--- src/rtl/kf_pic_scalable.sv ---
// Parametrised 8259-style interrupt controller: edge/level requests, mask, nested ISR, rotation, auto-EOI.
// Latency: acknowledge -> registered vector one cycle later; register reads return one cycle after the strobe.
// Backpressure: none; every acknowledge is answered on the next cycle, even when another is still being answered.
module kf_pic_scalable #(
  parameter int                      NUM_IRQ      = 8,
  parameter int                      VECTOR_WIDTH = 8,
  parameter logic [VECTOR_WIDTH-1:0] VECTOR_BASE  = 8'h20
) (
  input  logic                    clock,
  input  logic                    reset,
  input  logic                    write_enable,
  input  logic                    read_enable,
  input  logic [1:0]              address,
  input  logic [NUM_IRQ-1:0]      data_in,
  output logic [NUM_IRQ-1:0]      data_out,
  input  logic [NUM_IRQ-1:0]      interrupt_request,
  output logic                    interrupt_to_cpu,
  input  logic                    interrupt_acknowledge,
  output logic                    ack_valid,
  output logic [VECTOR_WIDTH-1:0] vector,
  output logic                    ack_spurious
);

  localparam int IDX_W = $clog2(NUM_IRQ);
  localparam int PAD   = 1 << IDX_W;

  logic [NUM_IRQ-1:0]      mask_q, mask_d;
  logic [NUM_IRQ-1:0]      trig_q, trig_d;
  logic [NUM_IRQ-1:0]      irr_q, irr_d;
  logic [NUM_IRQ-1:0]      isr_q, isr_d;
  logic [NUM_IRQ-1:0]      prev_q;
  logic [NUM_IRQ-1:0]      dout_q, dout_d;
  logic                    rot_q, rot_d;
  logic                    aeoi_q, aeoi_d;
  logic [IDX_W-1:0]        ptr_q, ptr_d;
  logic                    int_q, int_d;
  logic                    av_q, av_d;
  logic                    spur_q, spur_d;
  logic [VECTOR_WIDTH-1:0] vec_q, vec_d;

  // Priority walk results: first eligible request and first in-service level.
  logic [NUM_IRQ-1:0] pending;
  logic               cand_vld;
  logic [IDX_W-1:0]   cand_idx;
  logic               isr_vld;
  logic [IDX_W-1:0]   isr_idx;
  int                 pos;
  logic [IDX_W-1:0]   pos_idx;

  // EOI decode and per-cycle one-hot update vectors.
  logic [IDX_W-1:0]   spec_idx;
  logic [PAD-1:0]     isr_pad;
  logic               eoi_hit;
  logic [IDX_W-1:0]   eoi_lvl;
  logic [NUM_IRQ-1:0] eoi_clr;
  logic [NUM_IRQ-1:0] ack_hot;
  logic               ack_take;

  assign pending = irr_q & ~mask_q;

  // Walk from pointer+1 around the ring; an in-service level stops any request at or below it.
  always_comb begin
    cand_vld = 1'b0;
    cand_idx = '0;
    isr_vld  = 1'b0;
    isr_idx  = '0;
    pos      = 0;
    pos_idx  = '0;
    for (int k = 0; k < NUM_IRQ; k++) begin
      pos = int'(ptr_q) + 1 + k;
      if (pos >= NUM_IRQ) pos = pos - NUM_IRQ;
      pos_idx = IDX_W'(pos);
      if (!isr_vld) begin
        if (isr_q[pos_idx]) begin
          isr_vld = 1'b1;
          isr_idx = pos_idx;
        end else if (!cand_vld && pending[pos_idx]) begin
          cand_vld = 1'b1;
          cand_idx = pos_idx;
        end
      end
    end
  end

  // Next-state: register port, EOI (applied before acknowledge), acknowledge, request capture.
  always_comb begin
    mask_d   = mask_q;
    trig_d   = trig_q;
    isr_d    = isr_q;
    dout_d   = dout_q;
    rot_d    = rot_q;
    aeoi_d   = aeoi_q;
    ptr_d    = ptr_q;
    vec_d    = vec_q;
    av_d     = 1'b0;
    spur_d   = 1'b0;
    spec_idx = data_in[IDX_W-1:0];
    isr_pad  = PAD'(isr_q);
    eoi_hit  = 1'b0;
    eoi_lvl  = '0;
    eoi_clr  = '0;
    ack_take = interrupt_acknowledge && cand_vld;
    ack_hot  = ack_take ? (NUM_IRQ'(1) << cand_idx) : '0;

    // Reads always see the pre-write register contents.
    if (read_enable) begin
      case (address)
        2'd0:    dout_d = mask_q;
        2'd1:    dout_d = trig_q;
        2'd2:    dout_d = irr_q;
        default: dout_d = isr_q;
      endcase
    end

    if (write_enable) begin
      case (address)
        2'd0: mask_d = data_in;
        2'd1: trig_d = data_in;
        2'd2: begin
          if (data_in[NUM_IRQ-1]) begin
            eoi_hit = isr_pad[spec_idx];
            eoi_lvl = spec_idx;
          end else begin
            eoi_hit = isr_vld;
            eoi_lvl = isr_idx;
          end
        end
        default: begin
          rot_d  = data_in[0];
          aeoi_d = data_in[1];
        end
      endcase
    end

    if (eoi_hit) begin
      eoi_clr = NUM_IRQ'(1) << eoi_lvl;
      if (rot_q) ptr_d = eoi_lvl;
    end
    isr_d = isr_q & ~eoi_clr;

    if (interrupt_acknowledge) begin
      av_d = 1'b1;
      if (cand_vld) begin
        vec_d = VECTOR_BASE + VECTOR_WIDTH'(cand_idx);
        if (!aeoi_q) isr_d = isr_d | ack_hot;
        else if (rot_q) ptr_d = cand_idx;
      end else begin
        vec_d  = VECTOR_BASE + VECTOR_WIDTH'(NUM_IRQ - 1);
        spur_d = 1'b1;
      end
    end

    // Level bits track the pin, acknowledge clears, and a fresh edge always wins.
    irr_d = (irr_q & ~trig_q) | (interrupt_request & trig_q);
    irr_d = irr_d & ~ack_hot;
    irr_d = irr_d | (interrupt_request & ~prev_q & ~trig_q);

    int_d = cand_vld && !interrupt_acknowledge;
  end

  // State registers with synchronous reset.
  always_ff @(posedge clock) begin
    if (reset) begin
      mask_q <= '1;
      trig_q <= '0;
      irr_q  <= '0;
      isr_q  <= '0;
      prev_q <= '0;
      dout_q <= '0;
      rot_q  <= 1'b0;
      aeoi_q <= 1'b0;
      ptr_q  <= IDX_W'(NUM_IRQ - 1);
      int_q  <= 1'b0;
      av_q   <= 1'b0;
      spur_q <= 1'b0;
      vec_q  <= '0;
    end else begin
      mask_q <= mask_d;
      trig_q <= trig_d;
      irr_q  <= irr_d;
      isr_q  <= isr_d;
      prev_q <= interrupt_request;
      dout_q <= dout_d;
      rot_q  <= rot_d;
      aeoi_q <= aeoi_d;
      ptr_q  <= ptr_d;
      int_q  <= int_d;
      av_q   <= av_d;
      spur_q <= spur_d;
      vec_q  <= vec_d;
    end
  end

  assign data_out         = dout_q;
  assign interrupt_to_cpu = int_q;
  assign ack_valid        = av_q;
  assign vector           = vec_q;
  assign ack_spurious     = spur_q;

endmodule

--- config.mk ---
export PLATFORM = sky130hd
export DESIGN_NAME = kf_pic_scalable
export DESIGN_NICKNAME = d
export VERILOG_FILES = /design/src/rtl/kf_pic_scalable.sv
export SDC_FILE = /design/constraint.sdc
export NUM_CORES = 1
export LEC_CHECK = 0
export ABC_AREA = 1
export ABC_CLOCK_PERIOD_IN_PS = 6300
export BUFFER_PORTS_ARGS = -buffer_cell sky130_fd_sc_hd__buf_2
export CAP_MARGIN = 20
export CORE_MARGIN = 3
export CORE_UTILIZATION = 35
export CTS_CLUSTER_DIAMETER = 30
export DETAILED_ROUTE_END_ITERATION = 10
export PLACE_DENSITY = 0.57
export RECOVER_POWER = 50
export REMOVE_ABC_BUFFERS = 1
export SETUP_SLACK_MARGIN = 0.15
export SLEW_MARGIN = 20
export SYNTH_ARGS = -nofsm -noshare
export SYNTH_HDL_FRONTEND = slang
export SYNTH_SLANG_ARGS = --single-unit
--- constraint.sdc ---
create_clock -name clock -period 6.3 [get_ports clock]
set_input_delay 0 -clock clock [delete_from_list [all_inputs] [get_ports clock]]
set_output_delay 0 -clock clock [all_outputs]
set_load 0.005 [all_outputs]
Word-level counts from Yosys, hierarchy flattened --
Index checks and enable logic that the tools add are counted.
Word-level totals: logic and storage cells 230, output and inout port bits 19, input port bits 23, register bits after elaboration 64
Cells by class: bitwise logic cells 17, muxes and demuxes 139, magnitude comparators 17, shift-type cells 2, $add $sub $neg 17, equality and inequality tests 2, reduce and logical (&&, ||, !) cells 23
Operators with widths (count):
- $mux 3 | 55
- $mux 1 | 60
- $and 8x8->8 | 7
- $bmux 1 s3 | 17
- $mux 8 | 5
- $not 8->8 | 5
- $lt 3x4->1 const B | 9
- $ge 5x4->1 const B | 7
- $or 8x8->8 | 3
- $pmux 8 s3 | 1
- $sub 3x1->3 const B | 8
- $add 4x3->5 const B | 4
- $shl 1x3->8 const A | 2
- $add 4x2->5 const B | 2
- $logic_and 1x1->1 | 9
- $logic_not 1->1 | 8
- $add 6x3->7 const A | 1
- $mux 7 | 1
- $reduce_and 2->1 | 3
- $add 4x1->5 const B | 1
- $add 3x1->4 const B | 1
- $ge 4x4->1 const B | 1
- $reduce_or 3->1 | 1
- $eq 2x1->1 const B | 1
- 4 further kinds | 5

Longest topological paths before layout --
Gate-level depths: netlist of run 1.
depth in word-level cells 48, mapped depth 30, gate-level depth less buffers 26

Worst setup path before layout of run 1 --
OpenSTA, ideal clock, no wires.
kind reg-to-reg, start point register ptr_q[0], end point register irr_q[7], period minus slack after synthesis 3.212 ns, buffers on the path 5, stages on the path, launching flop included 28, data required time 6.168 ns, slack 3.088 ns, setup time 0.132 ns, arrival 3.080 ns, cells stage by stage dfxtp_1 buf_6 inv_4 buf_6 buf_6 ha_1 buf_2 inv_4 nand2_1 nand2_1 buf_2 nand2_1 nand3_1 nand2_1 inv_2 nand4_4 nor2_4 nand3_2 clkinv_1 nand2_1 nor2_2 nor2_1 nand2_2 nand2_4 nor2_2 nand2_1 nand2_1 a21oi_1
Between the ends: cells in the longest elaborated chain, start to end 47, elaborated cells between the ends (all ways) 143, classes of those cells 16 x add/sub; 8 x order compare; 1 x shift; 100 x mux; 3 x bitwise; 15 x reduce/logical
RTL lines:
- start, declared | line 35 | logic [IDX_W-1:0] ptr_q, ptr_d;
- start signal, assigned | line 172 | ptr_q <= IDX_W'(NUM_IRQ - 1);
- start signal, assigned | line 186 | ptr_q <= ptr_d;
- $add 3x1->4 (*) | line 70 | pos = int'(ptr_q) + 1 + k;
- branches (longest 42 deep; another with $add 4x1->5)
- $mux 8 (*) | line 103 | ack_hot = ack_take ? (NUM_IRQ'(1) << cand_idx) : '0;
- $not 8->8 (*) | line 155 | irr_d = irr_d & ~ack_hot;
- $and 8x8->8 (*) | line 155
- $or 8x8->8 (*) | line 156 | irr_d = irr_d | (interrupt_request & ~prev_q & ~trig_q);
- end signal, assigned | line 180 | irr_q <= irr_d;
- end, declared | line 29 | logic [NUM_IRQ-1:0] irr_q, irr_d;
Mark *: on every way between the ends. The select of a mux whose other input is x is not followed. A chain may end at the register's enable or synchronous reset.

Worst setup path in the final report of run 1 --
start point register ptr_q[0], end point register irr_q[4]
The elaborated chain is that of the path after synthesis.

==> results.py, run 1 <==
metrics = {
    "clock_network": {
        "cts_htree_levels": 3,
        "cts-buffers-inserted": 9,
        "clkTransAtPathRegs_ps": 50,
        "cts_buffer_depth": 2,
        "clkSinkCount": 60,
        "cts_resized": 0,
        "clk_latency_ps": 320,
        "cts_setup_buffers": 0,
        "cts_tree": "built",
        "cts_root_buf": "clkbuf_16",
    },
    "floorplan": {
        "dieHeight_um": 117.1,
        "core_um2": 11710,
        "dieWidth_um": 117.1,
        "io_pins": 42,
        "start_util_pct": 36.87,
        "dieArea_um2": 13710,
        "rows": 39,
    },
    "timing": {
        "hold_viol_final": 0,
        "fmax_ghz": 0.2408,
        "clock_skew_ps": 3.743,
        "worst_pin_slew_ps": 1435,
        "setup-tns-final_ps": 0,
        "slew_viol_final": 0,
        "rsz0062_at_grt": "false",
        "slew_headroom_pct": 4.360,
        "fin_crit_sh_pct": 65.91,
        "setup_viol": 0,
        "fin_crit_ps": 4152,
    },
    "power": {
        "power_leakage_nw": 2.330,
        "worst_ir_drop_vdd_mv": 0.1543,
        "power.density_nw_per_um2": 227.5,
    },
    "synthesis": {
        "yosysTopAreaCellShare_pct": 27.82,
        "ys_top_cells_by_count": "nand2_1, nand3_1, inv_1",
        "ys_top_cells_by_area": "dfxtp_1, nand2_1, nand3_1, inv_1, o21ai_0",
        "postSynth.asyncResetShare_pct": 0,
        "syn_inst": 707,
        "ys.flop_type": "dfxtp_1",
        "synth_seq_cells": 60,
        "synth_edf_count": 0,
        "synth.most_common_cell": "nand2_1",
        "yosys.area.top_type": "dfxtp_1",
        "ys_warn_count": 0,
        "netlist_area_um2": 4318,
        "synth.avg_cell_area_um2": 6.107,
        "yosysUniqueCellTypes": 42,
        "seq_area_frac_synth_pct": 27.82,
    },
    "min_path": {
        "hold_depth": 3,
        "hold_path.class": "primary input to register",
        "min-delay-start": "data_in[7]",
    },
    "global_routing": {
        "overflow": 0,
        "grt_pass1_vias": 4538,
        "gr-usage-met2_pct": 34.05,
        "grt_pass1_wl_um": 23010,
        "top_usage_layer": "met2",
        "grt_max_degree": 32,
        "use_met1_pct": 28.73,
        "antenna_found_initial": 0,
        "met3_usage_pct": 2.931,
        "grt_usage_pct": 21.42,
    },
    "final_layout": {
        "fin_area_um2": 4972,
        "area_delta_synth_final_pct": 15.16,
        "n_antenna_cell": 0,
        "final.fill_count": 1281,
        "drive_above_1_share_pct": 12.48,
        "finalNetCount": 774,
    },
    "setup_path": {
        "rrSetupSlack_ps": 2150,
        "end_kind": "register",
        "worstPathMaxFanout": 25,
        "startpoint": "ptr_q[0]$_SDFF_PP1_",
        "rr_worst_depth": 21,
        "criticalPathCategory": "register to register",
        "critPathRequiredTime_ps": 6440,
        "startpoint_type": "register",
        "arrival_ps": 4290,
        "reg2reg_from": "ptr_q[0]$_SDFF_PP1_",
    },
    "routing": {
        "viasPerCell": 5.307,
        "ant_nets": 0,
        "drt_iter0_drc": 379,
        "first_pass_iters": 6,
        "routed_wl_um": 13820,
        "drc": 0,
        "routedWlPerCell_um": 15.42,
        "vias": 4755,
    },
    "status": {
        "status": "completed",
    },
    "flow_run": {
        "cap_violations": 0,
    },
    "place": {
        "dp_hpwl_um": 10640,
        "gp_congestion": 0.9109,
        "port_buffers": 37,
        "placed_cell_area_um2": 4556,
    },
}
[kinds of logic (layout without fill, tap and decap cells)]
kind of cell	count (synthesis)	after routing	synth area share, %
buffers and inverters	112	155	11.13
AO/OA/AOI/OAI	130	130	17.13
adder cells (fa/ha/maj)	2	2	0.5794
other	1	4	0.08685
flip-flops	60	60	27.82
AND/OR/NAND/NOR	402	402	43.26
[power breakdown]
| group | total (W) | leakage [nW] | internal, W | switching [W] |
|---|---|---|---|---|
| clock network | 0.000478 | 0.138 | 0.000313 | 0.000165 |
| registers | 0.000420 | 0.494 | 0.000404 | 0.0000164 |
| logic | 0.000233 | 1.70 | 0.0000742 | 0.000158 |
| total | 0.00113 | 2.33 | 0.000792 | 0.000340 |
[stage by stage]
| stage | instances | worst slack (ps) | power (W) | util, % | hold slack, ps |
|---|---|---|---|---|---|
| finish | 896 | 2148 | 0.001131 | 42.46 | 13.04 |
| global route | 896 | 1757 | 0.001193 | 42.46 | 35.12 |
| CTS | 896 | 2234 | 0.001140 | 42.60 | 1.636 |
| detailed placement | 867 | 2250 | 0.0006533 | 38.90 | 232.1 |
| global placement | 867 | 2267 | 0.0006540 | 38.90 | 221.6 |
| floorplan | 686 | 2508 | 0.0005778 | - | 69.07 |
[path summary, 6_finish.rpt]
| kind | to |
|---|---|
| worst max register to register | irr_q[4]$_SDFF_PP0_ |
| worst max-delay path | irr_q[4]$_SDFF_PP0_ |
| worst min register to register | vector[5]$_SDFFE_PP0P_ |
| worst min-delay path | mask_q[7]$_SDFFE_PP1P_ |
[cell usage in the layout (no fill, tap or decap), types with 9 or more instances in the layout]
cell type / Yosys / final
nand2_1: 217 / 217
nand3_1: 82 / 82
inv_1: 78 / 78
dfxtp_1: 60 / 60
nor2_1: 50 / 50
o21ai_0: 49 / 49
a21oi_1: 46 / 46
buf_2: 5 / 24
clkbuf_1: 9 / 14
dlygate4sd3_1: 0 / 14
nand2_2: 12 / 12
o211ai_1: 11 / 11
nand3_2: 11 / 11
clkbuf_16: 0 / 9
[worst max-delay path, cell delays in order (launching register included)]
cell	delay, ps
dfxtp_1	360
inv_4	140
ha_1	700
inv_4	200
nand2_1	100
nand2_1	270
nand2_1	140
nand2_1	120
nand2_4	100
nand2_4	80
nor2_8	170
nand4_4	160
nor3_2	320
nand3_1	190
nand2_1	110
nand2_1	50
nand3_1	80
nand2_2	120
a21oi_2	310
nand2_1	100
nand2_1	70
a21oi_1	50
[state kept, by name, indices dropped and copies added, names as in the netlist]
| name | count |
|---|---|
| rot_q | 1 |
| ack_spurious | 1 |
| aeoi_q | 1 |
| trig_q | 8 |
| interrupt_to_cpu | 1 |
| mask_q | 8 |
| vector | 4 |
| data_out | 8 |
| prev_q | 8 |
| isr_pad | 8 |
| ptr_q | 3 |
| ack_valid | 1 |
| irr_q | 8 |
[repair_timing]
action                                  4_1_cts  5_1_grt
endpoints found under the hold margin        18        0
hold buffers                                 14        0
endpoints found under the setup margin        0        0
[per-layer routing]
metal	share of wire [%]	wire, um
met1	46	6290
met2	46	6346
met3	5.0	694
met4	3.5	484
met5	0	0
[cell type report]
class	instances	area [um^2]	area share [%]
Tap cell	143	178.9	3.598
Timing Repair Buffer	52	316.6	6.366
Clock inverter	4	50.05	1.007
Sequential cell	60	1201	24.16
Clock buffer	11	242.7	4.882
Inverter	88	335.3	6.744
Multi-Input combinational cell	538	2648	53.25
Note: power is estimated with default switching activity, not from simulation.
==> run 2: changes to the inputs <==
Settings changed: ABC_AREA 1 to 0, ABC_CLOCK_PERIOD_IN_PS 6300 to 3800, PLACE_DENSITY 0.57 to 0.58.
Clock period 6.3 ns to 3.8 ns, I/O delays scaled along.
==> results.py, run 2 <==
metrics = {
    "place": {
        "pre_cts_slack_ps": -49.06,
        "gp_congestion": 0.9527,
        "placed_cell_area_um2": 5704,
        "dp_hpwl_um": 12090,
        "port_buffers": 37,
    },
    "timing": {
        "setup_viol": 0,
        "hold_viol_final": 0,
        "slew_viol_final": 13,
        "slew_headroom_pct": -31.83,
        "clock_skew_ps": 7.261,
        "fmax_ghz": 0.2759,
        "fin_crit_ps": 3624,
        "worst_slack_ps": 175.7,
        "rsz0062_at_grt": "true",
        "hold_slack_ps": 17.78,
        "worst_pin_slew_ps": 1973,
        "fin_crit_sh_pct": 95.38,
    },
    "setup_path": {
        "arrival_ps": 3850,
        "worstPathMaxFanout": 4,
        "end_kind": "register",
        "critPathRequiredTime_ps": 4030,
        "criticalPathCategory": "register to register",
        "startpoint_type": "register",
    },
    "routing": {
        "vias": 4739,
        "drt_iter0_drc": 419,
        "ant_nets": 0,
        "first_pass_iters": 5,
        "routedWlPerCell_um": 19.41,
        "drc": 0,
        "routed_wl_um": 16150,
        "viasPerCell": 5.696,
    },
    "floorplan": {
        "dieHeight_um": 122.4,
        "io_pins": 42,
        "dieWidth_um": 122.4,
        "dieArea_um2": 14970,
        "start_util_pct": 36.65,
        "core_um2": 12930,
        "rows": 41,
    },
    "final_layout": {
        "final_common_cell": "buf_4",
        "area_delta_synth_final_pct": 38.13,
        "drive_above_1_share_pct": 37.73,
        "fin_area_um2": 6545,
        "layout_common_cells": "buf_4, dfxtp_1, mux2i_1, nor2_1, mux4_2",
        "finalNetCount": 680,
        "n_antenna_cell": 0,
    },
    "flow_run": {
        "cap_violations": 1,
    },
    "synthesis": {
        "synth_edf_count": 0,
        "yosys.area.top_type": "dfxtp_1",
        "synth_seq_cells": 60,
        "syn_inst": 514,
        "synth.most_common_cell": "dfxtp_1",
        "synth.avg_cell_area_um2": 9.218,
        "postSynth.asyncResetShare_pct": 0,
        "netlist_area_um2": 4738,
        "yosysTopAreaCellShare_pct": 25.35,
        "ys_top_cells_by_count": "dfxtp_1, nor2_1, mux2i_1",
        "yosysUniqueCellTypes": 81,
        "ys.flop_type": "dfxtp_1",
        "ys_top_cells_by_area": "dfxtp_1, mux4_2, mux2i_1, nor2_1, nor2b_1",
        "ys_warn_count": 0,
        "seq_area_frac_synth_pct": 25.35,
    },
    "status": {
        "status": "finished with violations",
        "violations": "capacitance limit, slew limit",
    },
    "clock_network": {
        "cts_root_buf": "clkbuf_16",
        "clk_latency_ps": 330,
        "cts_tree": "built",
        "clkTransAtPathRegs_ps": 60,
        "cts-buffers-inserted": 9,
        "cts_htree_levels": 3,
        "clkSinkCount": 60,
        "cts_buffer_depth": 2,
    },
    "power": {
        "netSwitchingPower_w": 0.0005133,
        "worst_ir_drop_vdd_mv": 0.3907,
        "sequentialPowerShare_pct": 35.7,
        "power.density_nw_per_um2": 293.0,
        "clkPwrFrac_pct": 46.6,
        "power_leakage_nw": 2.695,
        "p_sw_share_pct": 26.76,
        "p_int_w": 0.001405,
        "pwr-share-comb_pct": 17.7,
    },
    "global_routing": {
        "grt_usage_pct": 21.63,
        "antenna_found_initial": 0,
        "overflow": 0,
        "grt_pass1_vias": 4571,
        "grt_max_degree": 53,
        "grt_pass1_wl_um": 25150,
    },
    "min_path": {
        "hold_path.class": "primary input to register",
    },
}
## run 2: changes by cell type after synthesis, sizes merged, moves of 30 or more
cell | before | now
a21oi | 49 | 18
inv | 86 | 24
mux2i | 0 | 49
mux4 | 0 | 34
nand2 | 234 | 26
nand3 | 93 | 15
o21ai | 49 | 19
## run 2: layer usage
layer / track usage (%) / routed length (um) / vias to the layer above / share of wire (%)
met5: 0 / 0 / - / 0
met4: 7.558 / 295 / 0 / 1.8
met3: 3.272 / 978 / 30 / 6.1
met2: 34.49 / 7903 / 188 / 49
met1: 29.94 / 6975 / 2300 / 43
li1: - / - / 2221 / -
## run 2: repair_timing
| action | in CTS | in global routing |
|---|---|---|
| hold buffers | 14 | 0 |
| pin swaps | 4 | 20 |
| resized for setup | 15 | 57 |
| endpoints found under the hold margin | 28 | 0 |
| buffers inserted | 1 | 13 |
| gates cloned | 0 | 1 |
| endpoints found under the setup margin | 20 | 20 |
## run 2: path summary, 6_finish.rpt
kind	start	end	slack [ps]	cells after the start
worst max-delay path	ptr_q[0]$_SDFF_PP1_	isr_pad[2]$_SDFF_PP0_	180	12
worst min-delay path	data_in[0]	mask_q[0]$_SDFFE_PP1P_	20	3
worst max register to register	ptr_q[0]$_SDFF_PP1_	isr_pad[2]$_SDFF_PP0_	180	12
worst min register to register	prev_q[4]$_SDFF_PP0_	irr_q[4]$_SDFF_PP0_	440	1
## run 2: stage by stage
| stage | instances | TNS (ps) | utilization (%) | total power, W |
|---|---|---|---|---|
| floorplan | 480 | -24320 | - | 0.0008515 |
| finish | 832 | 0 | 50.63 | 0.001918 |
| CTS | 818 | 0 | 48.30 | 0.001903 |
| global route | 832 | 0 | 50.63 | 0.001990 |
| global placement | 787 | -63.05 | 44.13 | 0.0009890 |
| detailed placement | 787 | -83.88 | 44.13 | 0.0009920 |
## run 2: logic make-up (layout without fill, tap and decap cells)
group / after synthesis / count (layout) / share of synthesized area [%]
and+or+nand+nor: 174 / 174 / 18.77
AOI/OAI and AO/OA: 114 / 114 / 17.75
muxes: 94 / 94 / 29.55
buffers and inverters: 61 / 204 / 5.888
DFF: 60 / 60 / 25.35
xor gates and xnor gates: 8 / 8 / 2.086
adders and majority gates: 2 / 2 / 0.5280
other: 1 / 4 / 0.07914
## run 2: cell type report
class / count / area, um^2
clock buffer: 9 / 225.2
clock inverter: 7 / 98.84
fill: 1240 / 6382
inverter: 24 / 92.59
multi-input combinational: 396 / 3506
sequential: 60 / 1205
tap: 172 / 215.2
timing repair buffer: 164 / 1202
## run 2: worst max-delay path: stages (launching register included)
cell,delay (ps)
dfxtp_4,370
inv_4,40
ha_4,290
mux4_2,550
or2_4,240
mux4_2,520
buf_4,190
a21oi_2,170
o311ai_2,120
o21a_1,210
nand3b_1,210
or3b_1,410
a32o_1,210
## run 2: power by group through the flow
stage / Combinational (W) / Sequential, W / Clock [W]
after floorplan: 0.000158 / 0.000694 / 0
after global placement: 0.000292 / 0.000697 / 0
after detailed placement: 0.000293 / 0.000699 / 0
after CTS: 0.000312 / 0.000685 / 0.000906
after global routing: 0.000366 / 0.000690 / 0.000934
final: 0.000339 / 0.000686 / 0.000893
